`config.mk`:
```
export PLATFORM = sky130hd
export DESIGN_NAME = instr_fetch_unit
export DESIGN_NICKNAME = d
export VERILOG_FILES = /design/src/rtl/instr_fetch_unit.sv
export SDC_FILE = /design/constraint.sdc
export NUM_CORES = 1
export LEC_CHECK = 0
export ABC_AREA = 1
export BUFFER_PORTS_ARGS = -buffer_cell sky130_fd_sc_hd__buf_2
export CORE_UTILIZATION = 59
export DETAILED_ROUTE_END_ITERATION = 10
export GPL_TIMING_DRIVEN = 1
export PLACE_DENSITY = 0.88
export SETUP_SLACK_MARGIN = 0.5
export SLEW_MARGIN = 0
export SYNTH_ARGS = -nofsm -noshare
export SYNTH_HDL_FRONTEND = slang
export SYNTH_SLANG_ARGS = --single-unit
export TNS_END_PERCENT = 5
```
`constraint.sdc`:
```
create_clock -name clk -period 12.5 [get_ports clk]
set_input_delay 0 -clock clk [delete_from_list [all_inputs] [get_ports clk]]
set_output_delay 0 -clock clk [all_outputs]
set_load 0.05 [all_outputs]
```
`src/rtl/instr_fetch_unit.sv`:
```
// PC sequencer + QDEPTH-entry fetch queue; first instruction valid 2 cycles after fetch_en, then 1/cycle; fetch stalls (pc holds) while the queue is full and unpopped.
// Optional bounds/alignment halt is enabled by defining FETCH_BOUNDS_CHECK_EN.
module instr_fetch_unit #(
  parameter logic [63:0] RESET_PC  = 64'd0,
  parameter int          QDEPTH    = 2,
  parameter int          MEM_BYTES = 160
) (
  input  logic        clk,
  input  logic        reset,
  input  logic        fetch_en,
  output logic [63:0] mem_addr,
  input  logic [31:0] mem_instr,
  output logic        out_valid,
  output logic [31:0] out_instr,
  output logic [63:0] out_pc,
  input  logic        out_ready,
  input  logic        redirect,
  input  logic [63:0] redirect_pc,
  output logic        fault
);

  localparam int PW = (QDEPTH > 2) ? 2 : 1;
  localparam int CW = $clog2(QDEPTH + 1);

  localparam logic [1:0] ST_IDLE  = 2'd0;
  localparam logic [1:0] ST_FETCH = 2'd1;
  localparam logic [1:0] ST_FULL  = 2'd2;
  localparam logic [1:0] ST_HALT  = 2'd3;

  typedef struct packed {
    logic [31:0] instr;
    logic [63:0] pc;
  } entry_t;

  entry_t        q [QDEPTH];
  logic [PW-1:0] head;
  logic [PW-1:0] tail;
  logic [CW-1:0] count;
  logic [CW-1:0] count_nxt;
  logic [1:0]    state;
  logic [1:0]    state_nxt;
  logic [63:0]   pc;

  logic full;
  logic redir;
  logic pop;
  logic push_req;
  logic push;
  logic halt_go;

  function automatic logic [PW-1:0] ptr_inc(input logic [PW-1:0] p);
    return (p == PW'(QDEPTH - 1)) ? '0 : p + 1'b1;
  endfunction

  // A halted unit ignores redirects; only reset brings it back.
  assign redir    = redirect && (state != ST_HALT);
  assign full     = (count == CW'(QDEPTH));
  assign pop      = out_valid && out_ready && !redir;
  assign push_req = (state == ST_FETCH) && fetch_en && !redirect && (!full || pop);

`ifdef FETCH_BOUNDS_CHECK_EN
  logic pc_bad;
  logic redir_bad;
  logic fault_q;

  assign pc_bad    = (pc > 64'(MEM_BYTES - 4)) || (pc[1:0] != 2'b00);
  assign redir_bad = (redirect_pc[1:0] != 2'b00);
  assign push      = push_req && !pc_bad;
  assign halt_go   = (push_req && pc_bad) || (redir && redir_bad);

  always_ff @(posedge clk) begin
    if (reset) begin
      fault_q <= 1'b0;
    end else if (halt_go) begin
      fault_q <= 1'b1;
    end
  end

  assign fault = fault_q;
`else
  assign push    = push_req;
  assign halt_go = 1'b0;
  assign fault   = 1'b0;
`endif

  always_comb begin
    count_nxt = count;
    if (redir || halt_go) begin
      count_nxt = '0;
    end else begin
      case ({push, pop})
        2'b10:   count_nxt = count + 1'b1;
        2'b01:   count_nxt = count - 1'b1;
        default: count_nxt = count;
      endcase
    end
  end

  // FULL means "full and stalled": a full queue popped while in FETCH keeps streaming.
  always_comb begin
    state_nxt = state;
    case (state)
      ST_IDLE: begin
        if (fetch_en) state_nxt = ST_FETCH;
      end
      ST_FETCH: begin
        if (!fetch_en)         state_nxt = ST_IDLE;
        else if (full && !pop) state_nxt = ST_FULL;
      end
      ST_FULL: begin
        if (pop) state_nxt = ST_FETCH;
      end
      default: state_nxt = ST_HALT;
    endcase
    if (redir)   state_nxt = fetch_en ? ST_FETCH : ST_IDLE;
    if (halt_go) state_nxt = ST_HALT;
  end

  always_ff @(posedge clk) begin
    if (reset) begin
      state <= ST_IDLE;
      pc    <= RESET_PC;
      head  <= '0;
      tail  <= '0;
      count <= '0;
    end else begin
      state <= state_nxt;
      count <= count_nxt;
      if (redir) begin
        pc   <= redirect_pc;
        head <= '0;
        tail <= '0;
      end else if (halt_go) begin
        head <= '0;
        tail <= '0;
      end else begin
        if (push) begin
          tail <= ptr_inc(tail);
          pc   <= pc + 64'd4;
        end
        if (pop) begin
          head <= ptr_inc(head);
        end
      end
    end
  end

  always_ff @(posedge clk) begin
    if (push) begin
      q[tail] <= '{instr: mem_instr, pc: pc};
    end
  end

  assign mem_addr  = pc;
  assign out_valid = (count != '0);
  assign out_instr = out_valid ? q[head].instr : 32'd0;
  assign out_pc    = out_valid ? q[head].pc    : 64'd0;

endmodule

```
==> out/metrics.cfg, run 1 <==
[placed_design]
place_congestion=0.9794
port_buffers=261
post-dp-hpwl_um=24030
dp_cells=1936

[clock_network]
numClockSinks=263
cts_resized=0
numCtsBuffers=26
htreeDepth=1
root_buffer=clkbuf_16
cts.clk_slew.worst_paths_ns=0.06
clockBufferDepth=3
clk_latency_ns=0.54
cts_setup_buffers=0
cts_tree=built
cts_hold_buf=98

[timing]
fmax_mhz=281.5
hold_viol_final=0
setup_violations=0
finalCritPeriodShare=0.2842
worst-slew-pin-transition_ns=1.147
rsz0062_at_grt=false
final_max_slew_viol_count=0
finClkSkew_ns=0.01325
tns_ns=0
fin_hold_ws_ns=0.02685
period_minus_slack_ns=3.553
slew_headroom=0.2355

[layout]
final_common_cell=nand2_1
layout_common_cells=nand2_1, buf_2, nor2_1, edfxtp_1, a21oi_1
fillers=1288
nNetsFinal=1894
areaGrowthSynthToFinish_pct=27.10
fin_cells=2083
drive_above_1_share=0.1788

[global_route]
grt_pass1_wl_um=60400
antenna_found_initial=1
grt_max_degree=111
grt_overflow=0
grt_pass1_vias=11363
grt_use_total=0.3643

[worst_setup_path]
crit_arrival_ns=3.91
rrSetupSlack_ns=8.95
path_depth=8
worst_path_most_repeated_cell=nand2_1
timing.critical_path.slowest_stage_cell=inv_2
critical_path_class=reg2reg
end_kind=register
critical_path.top_delay_family=buffers and inverters
max_stage_delay_ns=0.96
reg2reg_from=state[1]
critPathRequiredTime_ns=12.86
startpoint=state[1]
cp_max_fo=110
r2r-end=mem_addr[34]
critical_path.endpoint=mem_addr[34]
start_kind=register
cp_cell_sequence=nand2_1 -> nand2_4 -> buf_4 -> nand2_2 -> inv_2 -> nor2_1 -> nand2_1 -> a21oi_1
path_buf_inv=2
rr_worst_depth=8

[die]
fp.dieW_um=146.3
dieArea_mm2=0.02140
rows=52
die_y_um=146.3
core_mm2=0.02030
pin_count=263
start_util=0.6051

[run]
maxCapViolations=0

[drt]
first_iter_violations=1454
ant_nets=0
drc_errors=0
wl_um=39590
wl_per_cell_um=19.01
vias=11954
dr.pass1.iters=6
routed_via_density=5.739

[power_and_ir_drop]
total_power_mw=2.095
irDropWorstVdd_mv=0.08854
power_leakage_nw=6.432
power-per-cell-area_mw_per_mm2=134.2

[synthesis]
synth.distinct_cells=34
avgSynthCellArea_um2=8.396
synth.net_count=1565
netlist_instances=1463
synth_area_mm2=0.01228
yosysSeqAreaShare=0.5851
yosys_warnings=0
synth-seq-cells=263

[min_path]
min_path_type=in2reg

[outcome]
status=complete, no violations

## layer usage
metal  global-route usage  up-vias  share of wire  wire [µm]
li1                     -     5489              -          -
met1               0.4729     5481           0.38      14940
met2               0.6024      819           0.47      18650
met3              0.06094      165           0.10       4132
met4               0.1646        0          0.047       1867
met5                    0        -              0          0
## layout make-up
class                      instances  area [µm²]  area share
multi-input combinational       1045        4492      0.2877
clock inverter                    21       231.5     0.01483
antenna                            1       2.502   0.0001603
timing repair buffer             367        2347      0.1504
inverter                          89       334.1     0.02140
sequential                       263        7191      0.4606
clock buffer                      27       675.6     0.04328
tap                              270       337.8     0.02164
## sequential cells by signal (all words and copies together), names as in the netlist, named ones only
register  cells
tail          1
count         2
q           192
mem_addr     64
head          1
state         2
## worst min-delay path by stage
stage / startpoint / end / slack [ns] / depth (start not counted)
6_report: redirect / state[0] / 0.03 / 5
5_1_grt: redirect / state[0] / 0.08 / 5
3_5_place_dp: mem_instr[25] / q[1][89] / 0.19 / 1
3_3_place_gp: mem_instr[14] / q[0][78] / 0.19 / 1
4_1_cts: redirect / state[0] / 0.004 / 5
2_1_floorplan: mem_instr[0] / q[0][64] / 0.1 / 0
## stage by stage
stage | worst slack [ns] | util | instance area (µm²)
after floorplan | 6.928 | - | 12280
after global placement | 9.302 | 0.6759 | 13720
after detailed placement | 9.128 | 0.6759 | 13720
after CTS | 9.100 | 0.7689 | 15610
after global routing | 8.773 | 0.7690 | 15610
final | 8.947 | 0.7690 | 15610
## cells by family (layout without fill, tap and decap cells)
group | Yosys count | in the layout | synth area share
other cells | 1 | 2 | 0.0003053
fa+ha+maj | 1 | 1 | 0.001018
flops | 263 | 263 | 0.5851
buf+inv | 155 | 504 | 0.05103
xor+xnor | 10 | 10 | 0.007130
compound gates | 207 | 207 | 0.08903
simple gates | 826 | 826 | 0.2664
## Yosys cell counts
master	number	share of area
nand2_2	1	0.00051
nor2_4	2	0.0018
inv_1	82	0.025
or2_2	1	0.00051
nor3_1	9	0.0037
nor2_1	222	0.068
nor2_2	2	0.0010
nand4_1	6	0.0031
edfxtp_1	192	0.47
buf_1	7	0.0021
clkbuf_1	43	0.013
buf_6	2	0.0018
o21a_1	1	0.00061
o21bai_1	1	0.00061
nand3_1	73	0.030
ha_1	1	0.0010
o21ai_1	3	0.0012
clkinv_1	3	0.00092
nor4_1	2	0.0010
dfxtp_1	71	0.12
a21oi_1	145	0.059
nand2_1	501	0.15
buf_4	5	0.0031
a31oi_1	6	0.0031
xor2_1	4	0.0029
o21ai_0	33	0.013
inv_2	4	0.0012
o211ai_1	17	0.010
and2_1	2	0.0010
conb_1	1	0.00031
buf_2	9	0.0037
a22oi_1	1	0.00061
xnor2_1	6	0.0043
nand3b_1	5	0.0031
## worst reg2reg max path: cells and delay by family, from the launching register on
family | cells | cell delay, ns
buffers and inverters | 2 | 1.83
AND/OR/NAND/NOR | 5 | 1.03
flip-flops | 1 | 0.42
AO/OA/AOI/OAI | 1 | 0.09
## power by group
part	internal [mW]	leakage (nW)	switching, mW
Combinational	0.0773	3.64	0.176
Sequential	0.965	2.35	0.0467
Clock	0.495	0.449	0.334
Total	1.54	6.43	0.557
(Power assumes the default switching activity.)
==> inputs of run 2 (changes only) <==
Settings changed: CORE_UTILIZATION 59 to 55, PLACE_DENSITY 0.88 to 0.83.
Clock period 12.5 ns to 3.3 ns, I/O delays scaled along.
==> out/metrics.cfg, run 2 (synthesis results as in run 1) <==
[power_and_ir_drop]
power_leakage_nw=6.495
power-per-cell-area_mw_per_mm2=493.2
irDropWorstVdd_mv=0.3092

[timing]
hold_viol_final=0
worst-slew-pin-transition_ns=1.137
setup_ws_ns=0.8094
period_minus_slack_ns=2.491
rsz0062_at_grt=false
final_max_slew_viol_count=0
tns_ns=0
slew_headroom=0.2417
finClkSkew_ns=0.01133
fmax_mhz=401.5
finalCritPeriodShare=0.7547
setup_violations=0

[drt]
wl_um=37680
wl_per_cell_um=17.88
ant_nets=0
dr.pass1.iters=6
first_iter_violations=1265
drc_errors=0
routed_via_density=5.527
vias=11651

[worst_setup_path]
critical_path.endpoint=out_pc[2]
critical_path_class=reg2out
r2r-end=state[0]
path_depth=4
crit_arrival_ns=2.49
max_stage_delay_ns=0.65
timing.critical_path.slowest_stage_cell=buf_4
path_buf_inv=2
end_kind=output pin
critical_path.top_delay_family=buffers and inverters
cp_max_fo=70
critPathRequiredTime_ns=3.30
reg2reg_from=state[1]
rr_worst_depth=9
rrSetupSlack_ns=0.98
cp_cell_sequence=buf_4 -> nand2_1 -> a21oi_1 -> buf_2
start_kind=register

[layout]
largest_reg_flops=192
final_common_cell=nand2_1
layout_common_cells=nand2_1, buf_2, nor2_1, edfxtp_1, a21oi_1
fillers=1625
nNetsFinal=1910
regMostFlops=q
drive_above_1_share=0.1850
areaGrowthSynthToFinish_pct=28.30

[placed_design]
post-dp-hpwl_um=24930
dp_slack_ns=1.145
port_buffers=261
place_congestion=0.9664

[clock_network]
numClockSinks=263
clockBufferDepth=3
numCtsBuffers=27
clk_latency_ns=0.54
cts_setup_buffers=0
cts_tree=built
root_buffer=clkbuf_16
htreeDepth=1
cts.clk_slew.worst_paths_ns=0.06

[die]
die_y_um=151.4
pin_count=263
start_util=0.5611
rows=54
core_mm2=0.02189
dieArea_mm2=0.02293
fp.dieW_um=151.4

[global_route]
grt_pass1_vias=10763
grt_max_degree=98
grt_overflow=0
antenna_found_initial=1
grt_use_total=0.3242
grt_pass1_wl_um=56880

[run]
maxCapViolations=0

[min_path]
min_path_type=in2reg

[outcome]
status=complete, no violations

## run 2: cell types whose count changed in the layout (fill, tap and decap cells not counted), sizes merged
cell | before | now
buf | 269 | 283
bufinv | 5 | 3
clkbuf | 27 | 35
clkinv | 16 | 10
dlygate4sd3 | 98 | 99
## run 2: timing repair
item	CTS	global route
hold buffers	99	0
endpoints found under the hold margin	130	0
setup endpoints to repair	0	50
gates resized for setup	0	1
## run 2: worst min path at each step
stage / from / endpoint / cells after the start
2_1_floorplan: mem_instr[0] / q[0][64] / 0
3_3_place_gp: mem_instr[19] / q[1][83] / 1
3_5_place_dp: mem_instr[29] / q[0][93] / 1
4_1_cts: redirect / count[0] / 6
5_1_grt: reset / mem_addr[22] / 3
6_report: redirect / count[0] / 6
## run 2: layout make-up
class | count | area (µm²) | share of cell area
sequential | 263 | 7194 | 0.4565
multi-input combinational | 1045 | 4492 | 0.2850
timing repair buffer | 382 | 2525 | 0.1602
clock buffer | 35 | 715.7 | 0.04541
tap | 280 | 350.3 | 0.02223
inverter | 89 | 336.6 | 0.02136
clock inverter | 13 | 142.6 | 0.009051
antenna | 1 | 2.502 | 0.0001588
## run 2: through the flow
step	utilization	power [mW]	cells	instance area (µm²)	hold WS (ns)
floorplan	-	4.435	1463	12300	0.09887
global placement	0.6352	4.714	1960	13910	0.1881
detailed placement	0.6352	4.731	1960	13910	0.1917
CTS	0.7197	7.771	2107	15760	0.01131
global route	0.7199	8.007	2108	15760	0.05240
finish	0.7199	7.772	2108	15760	0.02601
## run 2: power by group
group	switching, mW	total (mW)	internal, mW
clock network	1.24	2.99	1.76
logic	0.657	0.966	0.309
registers	0.155	3.81	3.66
total	2.05	7.77	5.73
## run 2: worst reg2reg max path: stages (launching register included)
cell,delay [ns]
dfxtp_2,0.38
nand2_1,0.10
nand2_4,0.07
buf_4,0.51
inv_2,0.07
buf_4,0.22
a21oi_1,0.14
dlygate4sd3_1,0.57
nand2_1,0.05
a21oi_1,0.12
## run 2: layer usage
metal	routed length, µm	GRT usage	vias to the layer above
met5	0	0	-
met4	1207	0.1205	0
met3	3868	0.04729	100
met2	18150	0.5358	683
met1	14460	0.4325	5345
li1	-	-	5523
==> inputs of run 3 (changes only) <==
Settings changed: CORE_UTILIZATION 55 to 50, PLACE_DENSITY 0.83 to 0.8.
Clock period 3.3 ns to 2.27 ns, I/O delays scaled along.
==> out/metrics.cfg, run 3 (synthesis results as in run 1) <==
[layout]
largest_reg_flops=192
regMostFlops=q
layout_common_cells=nand2_1, edfxtp_1, nor2_1, buf_2, a21oi_1
n_antenna_cell=0
final_common_cell=nand2_1
drive_above_1_share=0.2784
areaGrowthSynthToFinish_pct=41.29
fin_area_mm2=0.01735
nNetsFinal=1957

[die]
dieArea_mm2=0.02520
core_mm2=0.02375
pin_count=263
start_util=0.5171
die_y_um=158.7
fp.dieW_um=158.7
rows=56

[global_route]
grt_pass1_wl_um=66370
grt_use_met1=0.4513
grt_pass1_vias=11763
antenna_found_initial=0
grt_overflow=0
grt_util_met2=0.5552
grt_max_degree=54
grt_use_met3=0.04598
top_usage_layer=met2
grt_use_total=0.3393

[clock_network]
root_buffer=clkbuf_16
numClockSinks=263
cts.clk_slew.worst_paths_ns=0.06
cts_tree=built
numCtsBuffers=27
clockBufferDepth=3
clk_latency_ns=0.56
htreeDepth=1

[placed_design]
post-dp-hpwl_um=26340
post_dp_cell_area_mm2=0.01408
port_buffers=261
dp_slack_ns=0.1252
place_congestion=1.003

[power_and_ir_drop]
power_leakage_nw=6.970
irDropWorstVdd_mv=0.4703
total_power_mw=11.59
power-per-cell-area_mw_per_mm2=667.6

[worst_setup_path]
max_stage_delay_ns=0.50
timing.critical_path.slowest_stage_cell=dfxtp_4
critical_path_class=reg2out
crit_arrival_ns=1.86
end_kind=output pin
start_kind=register
critical_path.top_delay_family=flip-flops
critPathRequiredTime_ns=2.27
cp_max_fo=35
path_buf_inv=2
cp_cell_sequence=buf_12 -> nand2_1 -> a21oi_1 -> buf_4

[run]
maxCapViolations=0

[outcome]
status=complete, no violations

[timing]
slew_headroom=0.5235
finalCritPeriodShare=0.8187
setup_ws_ns=0.4116
rsz0062_at_grt=true
period_minus_slack_ns=1.858
finClkSkew_ns=0.03958
setup_violations=0
fin_hold_ws_ns=0.03170
hold_viol_final=0
fmax_mhz=538.1
worst-slew-pin-transition_ns=0.7139
final_max_slew_viol_count=0

[drt]
drc_errors=0
routed_via_density=5.718
wl_um=45370
wl_per_cell_um=20.68
first_iter_violations=1557
dr.pass1.iters=6
ant_nets=0
vias=12545

[min_path]
min_path_type=in2reg

-- run 3: layer usage --
layer  vias to the layer above  share of wire
li1                       5614              -
met1                      5924           0.38
met2                       847           0.47
met3                       160           0.11
met4                         0          0.043
met5                         -              0
-- run 3: through the flow --
stage          cells  TNS [ns]    util
6_report        2194         0  0.7306
5_1_grt         2194         0  0.7306
4_1_cts         2179         0  0.7069
3_5_place_dp    2015         0  0.5930
3_3_place_gp    2015         0  0.5930
2_1_floorplan   1463    -83.79       -
-- run 3: report_power, final --
part | internal, mW | leakage, nW | switching (mW)
clock network | 2.52 | 0.427 | 1.90
logic | 0.566 | 4.18 | 1.07
registers | 5.32 | 2.37 | 0.205
-- run 3: cell type report --
| class | count | area, µm² |
|---|---|---|
| multi-input cells | 1045 | 4857 |
| flip-flops and latches | 263 | 7281 |
| clock buffers | 35 | 735.7 |
| fillers | 1698 | 6399 |
| inverters | 89 | 354.1 |
| well taps | 319 | 399.1 |
| repair buffers | 429 | 3591 |
| clock inverters | 14 | 136.4 |
-- run 3: final timing paths --
kind	from	endpoint	slack, ns	depth (start not counted)
worst min register to register	mem_addr[31]	q[1][31]	0.47	0
worst min-delay path	reset	mem_addr[25]	0.03	3
worst max-delay path	register	out_instr[8]	0.41	4
worst max register to register	mem_addr[11]	mem_addr[37]	0.43	11
-- run 3: worst min-delay path, stage by stage --
cell and delay [ns]:
buf_2 0.10, buf_4 0.29, nor2_1 0.15
-- run 3: timing repair --
action	4_1_cts	5_1_grt
endpoints found under the setup margin	319	351
gates cloned	8	9
setup buffers	8	6
endpoints found under the hold margin	134	0
pin swaps	4	17
hold buffers	99	0
gates resized for setup	198	116
